**src/rtl/ram_load_unit.sv**
```systemverilog
// ram_load_unit: load-side lane extractor between the CPU memory stage and a
// 32-bit big-endian RAM read port. Accepts one byte/word/long read request at
// a time, issues a single aligned RAM read, then right-justifies the addressed
// lane and zero-extends it into a 32-bit result. Misaligned requests are
// answered immediately with resp_err=1 and no RAM access.
//
// Optional build macro: RAM_LOAD_SIGN_EXT_EN adds input req_signed (sampled at
// accept); when set, word/byte results are sign-extended instead.
//
// Ports:
//   clk, rst          clock (rising edge), synchronous active-high reset
//   req_valid/ready   request handshake; req_addr byte address, req_type size
//   resp_valid/ready  response handshake; resp_data result, resp_err misalign
//   ram_re, ram_addr  one-cycle read strobe and long address to the RAM
//   ram_data_in       RAM read data, valid RAM_LATENCY cycles after ram_re

package ram_load_pkg;
  localparam int RAM_LONG_SIZE = 32;
  typedef enum logic [1:0] {
    RAM_LONG = 2'b00,
    RAM_WORD = 2'b01,
    RAM_BYTE = 2'b10
  } data_type_t;
endpackage

module ram_load_unit
  import ram_load_pkg::*;
#(
  parameter int ADDR_WIDTH  = 16,
  parameter int RAM_LATENCY = 1
) (
  input  logic                     clk,
  input  logic                     rst,
  input  logic                     req_valid,
  output logic                     req_ready,
  input  logic [ADDR_WIDTH-1:0]    req_addr,
  input  data_type_t               req_type,
  output logic                     resp_valid,
  input  logic                     resp_ready,
  output logic [RAM_LONG_SIZE-1:0] resp_data,
  output logic                     resp_err,
  output logic                     ram_re,
  output logic [ADDR_WIDTH-3:0]    ram_addr,
  input  logic [RAM_LONG_SIZE-1:0] ram_data_in
`ifdef RAM_LOAD_SIGN_EXT_EN
  ,
  input  logic                     req_signed
`endif
);

  typedef enum logic [1:0] {IDLE, ISSUE, WAIT, RESP} state_t;

  state_t     state;
  logic [1:0] off_q;
  data_type_t type_q;
  logic [1:0] cnt;
  logic       signed_q;

  // Unknown type encodings fall into the default arm and behave as RAM_LONG.
  function automatic logic misaligned(input data_type_t t, input logic [1:0] a);
    case (t)
      RAM_WORD: misaligned = a[0];
      RAM_BYTE: misaligned = 1'b0;
      default:  misaligned = a[1] | a[0];
    endcase
  endfunction

  // Big-endian lanes: byte offset 0 is bits [31:24].
  function automatic logic [RAM_LONG_SIZE-1:0] format_lane(
    input data_type_t t, input logic [1:0] off,
    input logic [RAM_LONG_SIZE-1:0] d, input logic sgn);
    logic [15:0] w;
    logic [7:0]  b;
    w = off[1] ? d[15:0] : d[31:16];
    case (off)
      2'd0:    b = d[31:24];
      2'd1:    b = d[23:16];
      2'd2:    b = d[15:8];
      default: b = d[7:0];
    endcase
    case (t)
      RAM_WORD: format_lane = {{16{sgn & w[15]}}, w};
      RAM_BYTE: format_lane = {{24{sgn & b[7]}}, b};
      default:  format_lane = d;
    endcase
  endfunction

`ifndef RAM_LOAD_SIGN_EXT_EN
  assign signed_q = 1'b0;
`endif

  always_ff @(posedge clk) begin
    if (rst) begin
      state      <= IDLE;
      req_ready  <= 1'b1;
      resp_valid <= 1'b0;
      resp_err   <= 1'b0;
      resp_data  <= '0;
      ram_re     <= 1'b0;
      ram_addr   <= '0;
      cnt        <= '0;
      off_q      <= '0;
      type_q     <= RAM_LONG;
`ifdef RAM_LOAD_SIGN_EXT_EN
      signed_q   <= 1'b0;
`endif
    end else begin
      case (state)
        IDLE: begin
          if (req_valid) begin
            off_q     <= req_addr[1:0];
            type_q    <= req_type;
`ifdef RAM_LOAD_SIGN_EXT_EN
            signed_q  <= req_signed;
`endif
            req_ready <= 1'b0;
            if (misaligned(req_type, req_addr[1:0])) begin
              resp_valid <= 1'b1;
              resp_err   <= 1'b1;
              resp_data  <= '0;
              state      <= RESP;
            end else begin
              ram_addr <= req_addr[ADDR_WIDTH-1:2];
              ram_re   <= 1'b1;
              state    <= ISSUE;
            end
          end
        end
        ISSUE: begin
          ram_re <= 1'b0;
          cnt    <= 2'(RAM_LATENCY - 1);
          state  <= WAIT;
        end
        WAIT: begin
          if (cnt == 2'd0) begin
            resp_data  <= format_lane(type_q, off_q, ram_data_in, signed_q);
            resp_err   <= 1'b0;
            resp_valid <= 1'b1;
            state      <= RESP;
          end else begin
            cnt <= cnt - 2'd1;
          end
        end
        RESP: begin
          // No new acceptance here; req_ready only rises once back in IDLE.
          if (resp_ready) begin
            resp_valid <= 1'b0;
            resp_err   <= 1'b0;
            req_ready  <= 1'b1;
            state      <= IDLE;
          end
        end
        default: state <= IDLE;
      endcase
    end
  end

endmodule

```
**config.mk**
```make
export PLATFORM = sky130hd
export DESIGN_NAME = ram_load_unit
export DESIGN_NICKNAME = d
export VERILOG_FILES = /design/src/rtl/ram_load_unit.sv
export SDC_FILE = /design/constraint.sdc
export NUM_CORES = 1
export LEC_CHECK = 0
export ABC_AREA = 1
export CAP_MARGIN = 10
export CORE_ASPECT_RATIO = 1.1
export CORE_UTILIZATION = 45
export CTS_CLUSTER_SIZE = 20
export DETAILED_ROUTE_END_ITERATION = 16
export PLACE_DENSITY = 0.85
export SLEW_MARGIN = 5
export SYNTH_ARGS = -nofsm -noshare
export SYNTH_HDL_FRONTEND = slang
export SYNTH_SLANG_ARGS = --single-unit
```
**constraint.sdc**
```tcl
create_clock -name clk -period 2 [get_ports clk]
set_clock_uncertainty 0.1 [all_clocks]
set_input_delay 0.3 -clock clk [delete_from_list [all_inputs] [get_ports clk]]
set_output_delay 0.3 -clock clk [all_outputs]
set_load 0.02 [all_outputs]
```
**Word-level counts from Yosys, hierarchy flattened**

Index checks and enable logic that the tools add are counted.
Widths: inputs -> output; s select.

- Bits of input ports: 54
- Logic and storage cells: 75
- Output and inout bits: 50
- Flip-flop bits (word level): 58

- Bitwise operators: 2
- Muxes and demuxes: 31
- Add/subtract/negate cells: 1
- Eq/ne operators: 15
- Reduce and logical (&&, ||, !) cells: 16

Operators by type and width:

| operator | number |
|---|---|
| $pmux 32 s2 | 2 |
| $mux 32 | 3 |
| $pmux 8 s3 | 1 |
| $mux 16 | 1 |
| $mux 1 | 12 |
| $ne 2x2->1 const B | 6 |
| $reduce_and 3->1 | 4 |
| $eq 2x2->1 const B | 5 |
| $mux 2 | 5 |
| $eq 2x1->1 const B | 4 |
| $pmux 2 s4 | 1 |
| $reduce_bool 2->1 | 4 |
| $logic_not 2->1 | 3 |
| $pmux 1 s2 | 3 |
| $pmux 1 s3 | 2 |
| $reduce_and 5->1 | 1 |
| $pmux 2 s2 | 1 |
| $reduce_and 2->1 | 2 |
| $reduce_and 4->1 | 1 |
| $reduce_bool 3->1 | 1 |
| $sub 2x1->2 const B | 1 |
| $not 1->1 | 1 |
| $or 1x1->1 | 1 |

**Logic depth before layout (Yosys ltp)**

- Depth in word-level cells: 8
- Mapped depth: 11

**Worst setup path before layout**

No wires, ideal clock.

- Path type: reg-to-reg
- Start point: register state[0]
- End point: register resp_data[1]
- Path slack: 0.345 ns
- Stages on the path, launching flop included: 11
- Setup time: 0.117 ns
- Required time: 1.783 ns
- Clock period less this slack: 1.655 ns
- Data arrival time: 1.438 ns
- Cell sequence: dfxtp_1 -> inv_1 -> ha_1 -> nand2_4 -> nand2_1 -> nor2_2 -> nand2_1 -> buf_6 -> buf_12 -> a21oi_1 -> nor2_1

- Longest elaborated chain between the ends: 3

RTL lines:

| what | line | source |
|---|---|---|
| start: declaration | 53 | `state_t state;` |
| start signal: assignment | 94 | `state <= IDLE;` |
| start signal: assignment | 121 | `state <= RESP;` |
| start signal: assignment | 125 | `state <= ISSUE;` |
| $eq 2x2->1 / $logic_not 2->1 (equally long branches) | 108 | `case (state)` |
| $ne 2x2->1 (no line) / $reduce_bool 2->1 (equally long branches) | - |  |
| $reduce_and 4->1 (no line) | - |  |
| end signal: assignment | 136 | `resp_data <= format_lane(type_q, off_q, ram_data_in, signed_q);` |
| end: declaration | 40 | `output logic [RAM_LONG_SIZE-1:0] resp_data,` |

Several ways; a longest one is shown, not always the timed one.
A chain may end at the register's enable or synchronous reset.

**Worst setup path in the final report**

- Start point: register type_q[0]
- End point: register resp_data[0]

- Longest elaborated chain between the ends: 4

RTL lines:

| what | line | source |
|---|---|---|
| start: declaration | 55 | `data_type_t type_q;` |
| start signal: assignment | 112 | `type_q <= req_type;` |
| $eq 2x2->1 / $eq 2x1->1 (equally long branches) | 81 | `case (t)` |
| $pmux 32 s2 * | 81 |  |
| $mux 32 * | 135 | `if (cnt == 2'd0) begin` |
| $pmux 32 s2 * | 108 |  |

Mark *: on every way between the ends. The rest lies on a longest branch, timed or not. The select of a mux whose other input is x is not followed.

==> results.json <==
{
  "status": "complete, no violations",
  "synth_top_family_by_area": "simple AND/OR/NAND/NOR gates",
  "pwr-share-comb": 0.485,
  "via_count": 3235,
  "fin_crit_ns": 1.86,
  "vdd_drop_max_mv": 0.765,
  "hold_path.class": "flop to flop",
  "dp_hpwl_um": 6130,
  "maxCapViolCount": 0,
  "worstPathRequired_ns": 2.14,
  "synth-simple-area-share": 0.314,
  "area_growth_pct": 46.1,
  "syn_area_um2": 2950,
  "layout.nets": 618,
  "synth_area_per_cell_um2": 6.63,
  "worstSkewPairLatency_ns": 0.35,
  "stdcell_area_um2": 4310,
  "cts_resized": 0,
  "grt_pass1_wl_um": 13400,
  "period_share": 0.928,
  "portBuffers": 103,
  "max_freq_ghz": 0.539,
  "setup_violations": 0,
  "synth_cells": 445,
  "critPathKind": "flop to flop",
  "worst-path-max-fanout": 19,
  "hold-worst-slack_ns": 0.326,
  "yosys.area.top_type_share": 0.394,
  "final_layout_size_suffix_gt1_frac": 0.0857,
  "chipWidth_um": 79.2,
  "power.share.clock": 0.229,
  "crit_arrival_ns": 1.99,
  "leakage_nw": 1.85,
  "start_util": 0.473,
  "ant_nets": 0,
  "synth_nets": 508,
  "tns_ns": 0,
  "drt-total-wl_um": 8340,
  "htreeDepth": 3,
  "drcViolationCount": 0,
  "ys_warn_count": 0,
  "slew_headroom": 0.674,
  "switchingPower_mw": 2.13,
  "p_sw_frac": 0.404,
  "wl_per_cell_um": 13.0,
  "crit_path_start_kind": "flop",
  "core_um2": 6230,
  "synthTopCellsByArea": "dfxtp_1, nand2_1, nor2_1, a21oi_1, inv_1",
  "root_buffer": "clkbuf_8",
  "synthAdderAreaFrac": 0.0382,
  "gp_congestion": 0.902,
  "endpoint_kind": "flop",
  "synth_cell_types": 27,
  "track_usage": 0.251,
  "synth_xor_area_frac": 0,
  "grt_antenna_before_repair": 0,
  "first_pass_iters": 6,
  "die_h_um": 86.9,
  "synthArstFlopShare": 0,
  "tightest_slew_ns": 0.487,
  "rsz0062_at_grt": "no",
  "grt.overflow.total": 0,
  "muxShareOfSynthArea": 0,
  "cts_tree": "yes",
  "seq_power_share": 0.286,
  "clkTransAtPathRegs_ns": 0.06,
  "synth_edf_count": 0,
  "synth_seq_area_share": 0.394,
  "dieArea_um2": 6880,
  "rows": 30,
  "drt-initial-drc-count": 236,
  "cts.path.max_buffers": 2,
  "post_cts_buffers": 0,
  "hold_viol": 0,
  "placed_cell_area_um2": 4090,
  "grt_pass1_vias": 3053,
  "cts_buffers": 9,
  "internal_power_mw": 3.14,
  "diodes": 0,
  "yosysTopAreaCell": "dfxtp_1",
  "ys.flop_type": "dfxtp_1",
  "p_per_area_nw_per_um2": 1220,
  "cts_hold_buf": 0,
  "design_power_total_mw": 5.27,
  "numClockSinks": 58,
  "synth_seq_cells": 58,
  "grt_max_degree": 33,
  "io_pins": 104,
  "vias_per_cell": 5.05,
  "synth_compound_area_frac": 0.148,
  "drv_slew": 0
}
## path summary, 6_finish.rpt
path,cells after the start,slack [ns],to,startpoint
worst max register to register,7,0.14,resp_data[0],type_q[0]
worst min register to register,1,0.33,cnt[0],cnt[0]
worst max-delay path,7,0.14,resp_data[0],type_q[0]
worst min-delay path,1,0.33,cnt[0],cnt[0]
## kinds of logic (layout without fill, tap and decap cells)
family,Yosys count,in the layout
and+or+nand+nor,227,227
buffers and inverters,67,182
DFF,58,58
adders and majority gates,9,9
AOI/OAI and AO/OA,84,84
## flip-flops by register name, summed over array words and instances (netlist names)
register,flops
type_q,2
req_ready,1
resp_data,32
cnt,2
resp_err,1
state,2
ram_re,1
off_q,2
ram_addr,14
resp_valid,1
## power by group through the flow
stage	logic, mW	registers [mW]	clock network (mW)
3_3_place_gp	2.46	1.52	0
5_1_grt	2.80	1.53	1.27
4_1_cts	2.53	1.51	1.21
6_report	2.56	1.51	1.20
3_5_place_dp	2.50	1.53	0
2_1_floorplan	1.47	1.72	0
## critical path: stages, from the launching register on
cell and delay, ns:
dfxtp_1 0.33, inv_1 0.06, ha_1 0.41, buf_4 0.25
nor3_1 0.23, o21ai_0 0.14, a21oi_1 0.16, nor2_1 0.06
## layer usage
metal | track usage | wire length, µm
met3 | 0.0681 | 713
met1 | 0.294 | 3550
met4 | 0.127 | 189
met5 | 0 | 0
met2 | 0.419 | 3890
## cells in the final DEF (no fill, tap or decap), types with 2 or more instances in the layout
cell type / n
inv_2: 3
clkdlybuf4s50_1: 103
o21ai_1: 2
clkbuf_8: 10
nor3_1: 11
nand2_2: 3
o21ai_0: 31
ha_1: 8
o22ai_1: 2
buf_4: 17
nor2_1: 66
bufinv_16: 2
a21oi_1: 44
nor2_2: 2
nand2_1: 126
nand3_1: 14
inv_1: 42
clkinv_2: 4
dfxtp_1: 58
o211ai_1: 3
## cell type report
type	count	area, µm²
fill	539	1920
clock buffer	10	138
sequential	58	1160
timing repair buffer	121	1180
clock inverter	6	80.1
multi-input combinational	320	1480
tap	80	100
inverter	45	169
## synthesized netlist by cell type, types with 2 or more instances
cell type	n
ha_1	9
buf_6	2
buf_12	2
nand2_2	2
o211ai_1	3
inv_1	43
nor2_1	66
nor2_2	2
clkbuf_1	10
o21ai_1	2
nand2_1	127
o22ai_1	2
buf_2	7
dfxtp_1	58
o21ai_0	31
nor3_1	11
inv_2	2
a21oi_1	44
nand3_1	14
## per-stage QoR
step / setup WS (ns) / instances / utilization
after global routing: 0.0115 / 640 / 0.691
after CTS: 0.0734 / 640 / 0.691
after floorplan: 0.345 / 445 / -
after detailed placement: -0.0841 / 624 / 0.656
after global placement: -0.0446 / 624 / 0.656
final: 0.144 / 640 / 0.691
Note: power is estimated with default switching activity, not from simulation.
